==> src/rtl/elevator_ctrl_n.sv <==
// SCAN elevator controller for an N-floor car with latched hall/cabin calls and programmable door dwell.
// Optional build macro ELEV_DOOR_HOLD_EN adds a door_hold input that keeps the door open while asserted.
module elevator_ctrl_n #(
    parameter int NUM_FLOORS  = 4,
    parameter int DOOR_CYCLES = 3,
    localparam int PW = $clog2(2*NUM_FLOORS-1)
) (
    input  logic                  clk,
    input  logic                  reset_n,
    input  logic [NUM_FLOORS-2:0] button_up,
    input  logic [NUM_FLOORS-2:0] button_down,
    input  logic [NUM_FLOORS-1:0] button_in,
`ifdef ELEV_DOOR_HOLD_EN
    input  logic                  door_hold,
`endif
    output logic [PW-1:0]         position,
    output logic                  open,
    output logic [1:0]            direction,
    output logic [NUM_FLOORS-2:0] pend_up,
    output logic [NUM_FLOORS-2:0] pend_down,
    output logic [NUM_FLOORS-1:0] pend_in
);

    localparam int CW = (DOOR_CYCLES > 1) ? $clog2(DOOR_CYCLES) : 1;
    localparam logic [CW-1:0] DWELL_LOAD = CW'(DOOR_CYCLES - 1);

    typedef enum logic [1:0] {
        ST_IDLE,
        ST_MOVE,
        ST_DOOR
    } state_t;

    state_t                  state_reg, state_next;
    logic [PW-1:0]           position_reg, position_next;
    logic                    moving_up_reg, moving_up_next;
    logic                    last_up_reg, last_up_next;
    logic [CW-1:0]           dwell_reg, dwell_next;
    logic [NUM_FLOORS-2:0]   pend_up_reg, pend_up_next;
    logic [NUM_FLOORS-2:0]   pend_down_reg, pend_down_next;
    logic [NUM_FLOORS-1:0]   pend_in_reg, pend_in_next;

    // Calls re-indexed per floor so every decision is a mask operation.
    logic [NUM_FLOORS-1:0]   eff_in, eff_up_f, eff_down_f, call_at;
    logic [NUM_FLOORS-1:0]   floor_oh, above_mask, below_mask, serve_mask;
    logic [PW-1:0]           cur_floor;
    logic                    call_here, call_above, call_below;
    logic                    cabin_here, up_here, down_here;
    logic                    at_floor, stop_here, serve, hold;

    assign eff_in     = pend_in_reg | button_in;
    assign eff_up_f   = {1'b0, pend_up_reg | button_up};
    assign eff_down_f = {pend_down_reg | button_down, 1'b0};
    assign call_at    = eff_in | eff_up_f | eff_down_f;

    assign cur_floor  = position_reg >> 1;
    assign at_floor   = ~position_reg[0];

    generate
        for (genvar gi = 0; gi < NUM_FLOORS; gi++) begin : g_floor
            assign floor_oh[gi]   = (cur_floor == PW'(gi));
            assign above_mask[gi] = (cur_floor <  PW'(gi));
            assign below_mask[gi] = (cur_floor >  PW'(gi));
        end
    endgenerate

    assign call_here  = |(call_at & floor_oh);
    assign call_above = |(call_at & above_mask);
    assign call_below = |(call_at & below_mask);
    assign cabin_here = |(eff_in & floor_oh);
    assign up_here    = |(eff_up_f & floor_oh);
    assign down_here  = |(eff_down_f & floor_oh);

    // A hall call only halts the car when it points the same way the car travels.
    assign stop_here = moving_up_reg ? (cabin_here | up_here   | ~call_above)
                                     : (cabin_here | down_here | ~call_below);

`ifdef ELEV_DOOR_HOLD_EN
    assign hold = door_hold;
`else
    assign hold = 1'b0;
`endif

    always_comb begin
        state_next     = state_reg;
        position_next  = position_reg;
        moving_up_next = moving_up_reg;
        last_up_next   = last_up_reg;
        dwell_next     = dwell_reg;
        serve          = 1'b0;
        case (state_reg)
            ST_IDLE: begin
                if (call_here) begin
                    state_next = ST_DOOR;
                    dwell_next = DWELL_LOAD;
                    serve      = 1'b1;
                end else if (call_above && (last_up_reg || !call_below)) begin
                    state_next     = ST_MOVE;
                    moving_up_next = 1'b1;
                    position_next  = position_reg + PW'(1);
                end else if (call_below) begin
                    state_next     = ST_MOVE;
                    moving_up_next = 1'b0;
                    position_next  = position_reg - PW'(1);
                end
            end
            ST_MOVE: begin
                if (at_floor && stop_here) begin
                    last_up_next = moving_up_reg;
                    if (call_here) begin
                        state_next = ST_DOOR;
                        dwell_next = DWELL_LOAD;
                        serve      = 1'b1;
                    end else begin
                        state_next = ST_IDLE;
                    end
                end else if (moving_up_reg) begin
                    position_next = position_reg + PW'(1);
                end else begin
                    position_next = position_reg - PW'(1);
                end
            end
            ST_DOOR: begin
                // Anything at this floor is absorbed by the open door and restarts the dwell.
                serve = 1'b1;
                if (call_here || hold) begin
                    dwell_next = DWELL_LOAD;
                end else if (dwell_reg == '0) begin
                    state_next = ST_IDLE;
                end else begin
                    dwell_next = dwell_reg - CW'(1);
                end
            end
            default: begin
                state_next = ST_IDLE;
            end
        endcase
    end

    assign serve_mask     = serve ? floor_oh : '0;
    assign pend_in_next   = (pend_in_reg   | button_in)   & ~serve_mask;
    assign pend_up_next   = (pend_up_reg   | button_up)   & ~serve_mask[NUM_FLOORS-2:0];
    assign pend_down_next = (pend_down_reg | button_down) & ~serve_mask[NUM_FLOORS-1:1];

    always_ff @(posedge clk or negedge reset_n) begin
        if (!reset_n) begin
            state_reg     <= ST_IDLE;
            position_reg  <= '0;
            moving_up_reg <= 1'b1;
            last_up_reg   <= 1'b1;
            dwell_reg     <= '0;
            pend_up_reg   <= '0;
            pend_down_reg <= '0;
            pend_in_reg   <= '0;
        end else begin
            state_reg     <= state_next;
            position_reg  <= position_next;
            moving_up_reg <= moving_up_next;
            last_up_reg   <= last_up_next;
            dwell_reg     <= dwell_next;
            pend_up_reg   <= pend_up_next;
            pend_down_reg <= pend_down_next;
            pend_in_reg   <= pend_in_next;
        end
    end

    assign position  = position_reg;
    assign open      = (state_reg == ST_DOOR);
    assign direction = (state_reg == ST_MOVE) ? (moving_up_reg ? 2'b01 : 2'b10) : 2'b00;
    assign pend_up   = pend_up_reg;
    assign pend_down = pend_down_reg;
    assign pend_in   = pend_in_reg;

endmodule

==> config.mk <==
export PLATFORM = sky130hd
export DESIGN_NAME = elevator_ctrl_n
export DESIGN_NICKNAME = d
export VERILOG_FILES = /design/src/rtl/elevator_ctrl_n.sv
export SDC_FILE = /design/constraint.sdc
export NUM_CORES = 1
export LEC_CHECK = 0
export ABC_AREA = 1
export CORE_MARGIN = 10
export CORE_UTILIZATION = 43
export DETAILED_ROUTE_END_ITERATION = 12
export PLACE_DENSITY_LB_ADDON = 0.05
export RECOVER_POWER = 50
export SKIP_CTS_REPAIR_TIMING = 1
export SYNTH_ARGS = -nofsm -noshare
export SYNTH_HDL_FRONTEND = slang
export SYNTH_SLANG_ARGS = --single-unit
==> constraint.sdc <==
create_clock -name clk -period 1.7 [get_ports clk]
set_input_delay 0.34 -clock clk [delete_from_list [all_inputs] [get_ports clk]]
set_output_delay 0.34 -clock clk [all_outputs]
set_load 0.01 [all_outputs]
# Word level (Yosys, flattened, before mapping)
# Cells that the tools add are included.
# W data, S select, Z words.
[totals]
regBits = 19
in_bits = 12
output_inout_bits = 16
wordCells = 106
[op_classes]
n_addsub = 3
magnitude_cmp = 8
n_eq_ne = 13
mux = 28
bitwise_logic = 25
n_reduce_logical = 21
[ops]
columns = ["operator", "n"]
rows = [
  ["$mux W2", 13],
  ["$and A4 B4 Y4", 6],
  ["$reduce_or A4 Y1", 6],
  ["$mux W3", 5],
  ["$pmux W2 S3", 2],
  ["$ne A2 B2 Y1 const B", 4],
  ["$or A4 B4 Y4", 2],
  ["$reduce_and A4 Y1", 2],
  ["$and A3 B3 Y3", 2],
  ["$eq A2 B2 Y1 const B", 3],
  ["$ne A3 B3 Y1 const B", 2],
  ["$not A3 Y3", 2],
  ["$or A3 B3 Y3", 2],
  ["$pmux W3 S2", 1],
  ["$reduce_and A3 Y1", 2],
  ["$mux W1", 5],
  ["$and A3 B4 Y4", 1],
  ["$eq A2 B1 Y1 const B", 2],
  ["$gt A2 B1 Y1 const B", 2],
  ["$gt A2 B2 Y1 const B", 2],
  ["$logic_not A2 Y1", 2],
  ["$lt A2 B1 Y1 const B", 2],
  ["$lt A2 B2 Y1 const B", 2],
  ["$mux W4", 1],
  ["17 further kinds", 25],
]

# Longest topological paths before layout
[logic_depth]
ltp_word = 14
depth_mapped = 15
depth_no_buf = 14

# Worst setup path before layout
# OpenSTA, ideal clock, no wires.
[synth_path]
path_kind = "reg-to-reg"
start = "register position_reg[2] (netlist: position[2])"
end = "register dwell_reg[0]"
setup_ns = 0.117
t_arrival_ns = 1.365
t_required_ns = 1.583
setup_slack_ns = 0.219
stages_incl_launch_ff = 16
n_path_buf = 1
synth_period_minus_slack_ns = 1.481
path_cell_list = "dfrtp_1 > buf_6 > inv_2 > nand2_2 > inv_2 > nand2_1 > nand2_1 > inv_1 > nand2_1 > inv_1 > nand2_1 > nand2_1 > nand2_1 > nand2_2 > nand2_1 > nand2_1"
[synth_via]
elab_chain_len = 9
word_cells_on_any_way = 39
classes_between = "order compare: 8; eq/ne: 5; mux: 5; bitwise: 12; reduce/logical: 9"
[synth_lines]
columns = ["element", "line_no", "source"]
rows = [
  ["start: declaration", "34", "logic [PW-1:0] position_reg, position_next;"],
  ["start signal: assignment", "156", "position_reg <= position_next;"],
  ["$gt A2 B1 Y1 (tied with other cells)", "62", "assign below_mask[gi] = (cur_floor > PW'(gi));"],
  ["$and A4 B4 Y4 (tied with other cells)", "68", "assign call_below = |(call_at & below_mask);"],
  ["$reduce_or A4 Y1 (on tied branches)", "-", ""],
  ["$not A1 Y1 (tied with other cells)", "75", ": (cabin_here | down_here | ~call_below);"],
  ["$or A1 B1 Y1 (on tied branches)", "75, 74", ""],
  ["$mux W1", "74", "assign stop_here = moving_up_reg ? (cabin_here | up_here | ~call_above)"],
  ["$logic_and A1 B1 Y1", "107", "if (at_floor && stop_here) begin"],
  ["$ne A2 B2 Y1 (no line)", "-", ""],
  ["$reduce_and A3 Y1 (no line)", "-", ""],
  ["end signal: assignment", "159", "dwell_reg <= dwell_next;"],
  ["end: declaration", "37", "logic [CW-1:0] dwell_reg, dwell_next;"],
]
# Several ways; a longest one is shown, not always the timed one. The select of a mux whose other input is x is not followed.
# A chain may end at the register's enable or synchronous reset.

# Worst setup path in the final report
[layout_path]
start = "register pend_in_reg[1] (netlist: pend_in[1])"
end = "register position_reg[2] (netlist: position[2])"
[layout_via]
elab_chain_len = 11
word_cells_on_any_way = 29
classes_between = "eq/ne: 3; mux: 4; bitwise: 13; reduce/logical: 9"
[layout_lines]
columns = ["element", "line_no", "source"]
rows = [
  ["start: declaration", "40", "logic [NUM_FLOORS-1:0] pend_in_reg, pend_in_next;"],
  ["start signal: assignment", "162", "pend_in_reg <= pend_in_next;"],
  ["$or A4 B4 Y4 (*)", "50", "assign eff_in = pend_in_reg | button_in;"],
  ["$or A4 B3 Y4", "53", "assign call_at = eff_in | eff_up_f | eff_down_f;"],
  ["$or A4 B4 Y4", "53", ""],
  ["$and A4 B4 Y4 (on tied branches)", "68, 67", ""],
  ["$reduce_or A4 Y1 (on tied branches)", "68, 67", ""],
  ["$not A1 Y1 (tied with other cells)", "75", ""],
  ["$or A1 B1 Y1 (tied with other cells)", "75", ""],
  ["$mux W1 or $logic_and A1 B1 Y1 (tied branches)", "74, 96", ""],
  ["$logic_and A1 B1 Y1 or $mux W3 (tied branches)", "107, 96", ""],
  ["$ne A2 B2 Y1 (no line) or $mux W3 (tied branches)", "-", ""],
  ["$reduce_and A4 Y1 (no line) or $pmux W3 S2 (tied branches)", "-", ""],
]
# Every way passes the cells marked *; elsewhere a longest branch is shown, timed or not. The select of a mux whose other input is x is not followed.

==> impl_metrics.yaml <==
layout:
  antenna_cells: 0
  drive_above_1_share_pct: 35.4
  largest_register_ffs: 4
  area_delta_synth_final_pct: 51.8
  utilization_pct: 68.9
  fin_area_mm2: 0.00193
  layout_common_cells: "nand2_1, inv_1, buf_4, clkdlybuf4s50_1, nor2_1"
  nNetsFinal: 259
  layout_commonest_cell: "nand2_1"
  nFillCells: 252
clock_tree:
  cts-root-buf: "clkbuf_4"
  clock_latency_ns: 0.31
  path_clk_slew_ns: 0.11
  cts_buffers: 3
  cts_sinks: 19
  cts_max_level: 1
  clockBufferDepth: 2
  cts_tree: "done"
sta:
  hold_viol: 0
  max_freq_ghz: 0.580
  fin_worst_skew_ns: 0.00230
  drv_slew: 0
  worst_pin_slew_ns: 1.08
  setup_ws_ns: -0.0242
  fin_crit_ns: 1.72
  slew_headroom_pct: 27.8
  setup_viol: 3
  rsz0062_at_grt: "true"
  period_share_pct: 101
status:
  status: "finished, violations left"
  violations: "negative setup slack"
worst_hold_path:
  hold_class: "reg -> reg"
  hold-path-cell-count: 2
floorplanning:
  core_area_mm2: 0.00281
  rows: 19
  die-area_mm2: 0.00554
  num_io_pins: 28
  floorplan.initialDensity_pct: 45.4
  die_h_um: 74.4
  die_x_um: 74.4
logic_synthesis:
  yosysUniqueCellTypes: 21
  async_reset_ff_share_pct: 100
  synth_top_area_cell: "dfrtp_1"
  ys.flop_type: "dfrtp_1"
  synth.avg_cell_area_um2: 6.77
  yosysWarnings: 0
  syn_inst: 188
  synth.area.top_cells: "dfrtp_1, nand2_1, inv_1"
  synth_seq_cells: 19
  synth_area_mm2: 0.00127
  yosys.area.top_type_share_pct: 33.4
  yosysSeqAreaShare_pct: 37.6
  synth-edff-count: 0
  syn_nets: 203
placement:
  routabilityCongestion: 0.866
  postPlaceCellArea_mm2: 0.00171
  numPortBuffers: 27
  place_hpwl_um: 2530
setup_path:
  required_ns: 1.96
  reg2reg_depth: 12
  setup.worst_path.end_class: "flip-flop"
  start_kind: "flip-flop"
  cp_data_arrival_time_ns: 1.98
  cp_max_fo: 7
  critPathKind: "reg -> reg"
grt:
  overflow: 0
  grt_max_degree: 20
  antenna_found_initial: 0
  track_usage_pct: 12.0
  grt_pass1_wl_um: 5290
  first_global_vias: 1240
power:
  power.total_w: 0.00378
  peakVddDrop_mv: 1.03
  power_leakage_nw: 1.04
  power.density_mw_per_mm2: 1960
routing:
  drt-initial-drc-count: 41
  ant_nets: 0
  viasPerCell: 4.72
  drt_pass1_iterations: 4
  wl_per_cell_um: 12.7
  wirelength_um: 3480
  routed-via-count: 1292
  drcViolationCount: 0
job:
  maxCapViolCount: 0
-- worst paths after layout --
kind	startpoint	endpoint	slack, ns
max reg2reg	pend_in[1]$_DFF_PN0_	position[2]$_DFFE_PN0P_	-0.02
max	pend_in[1]$_DFF_PN0_	position[2]$_DFFE_PN0P_	-0.02
max in group asynchronous	reset_n	position[0]$_DFFE_PN0P_	0.25
min	last_up_reg$_DFFE_PN1P_	last_up_reg$_DFFE_PN1P_	0.48
min reg2reg	last_up_reg$_DFFE_PN1P_	last_up_reg$_DFFE_PN1P_	0.48
min in group asynchronous	reset_n	pend_down[1]$_DFF_PN0_	0.73
-- routing by layer --
metal	vias to the layer above	global-route usage (%)	part of all wire (%)
met4	0	5.67	2.0
li1	671	-	-
met5	-	0	0
met1	591	14.3	45
met2	26	19.2	47
met3	4	3.99	6.9
-- worst max-delay path: stages, from the launching register on --
cell     delay (ns)
dfrtp_1        0.41
nor2_2         0.13
buf_4          0.13
nor2_1         0.04
nor2_1         0.13
nand2_2        0.09
nor2_2         0.12
nand2_1        0.07
nand2_2        0.13
nand3_4        0.16
nand2_4        0.13
nand2_1        0.06
nand2_1        0.06
-- kinds of logic (layout without fill, tap and decap cells) --
group	Yosys count	after routing	synth area share, %
buffers and inverters	43	98	13.3
adder cells (fa/ha/maj)	3	3	2.95
AND/OR/NAND/NOR	115	115	42.0
flip-flops	19	19	37.6
AO/OA/AOI/OAI	6	6	2.85
XOR/XNOR	2	2	1.38
-- metrics by stage --
step	setup WS [ns]	hold slack, ns	TNS [ns]	instances
after detailed placement	-0.366	0.490	-5.64	264
final	-0.0242	0.480	-0.0548	274
after global routing	-0.0997	0.536	-0.555	274
after global placement	-0.276	0.462	-4.36	264
after CTS	-0.330	0.362	-1.16	268
after floorplan	0.219	0.0444	0	188
-- final cells by class --
cell class / instances / area, µm² / share of cell area [%]
Inverter: 42 / 165 / 8.55
Timing Repair Buffer: 52 / 465 / 24.1
Clock buffer: 4 / 26.3 / 1.36
Tap cell: 31 / 38.8 / 2.01
Multi-Input combinational cell: 126 / 754 / 39.1
Sequential cell: 19 / 482 / 24.9
-- synth_stat cells (2+ instances only) --
cell type	number
nand2_1	56
inv_1	38
nor2_1	26
dfrtp_1	17
nand3_1	17
nand2_2	6
inv_2	4
nand3_2	4
ha_1	3
o21ai_0	3
dfstp_2	2
nand3_4	2
nor2_2	2
-- power breakdown --
group	internal (W)	switching, W	total (W)
sequential	0.000679	0.000196	0.000875
clock	0.0000920	0.000156	0.000248
combinational	0.00117	0.00149	0.00265
Power figures use the tool's default switching activity.
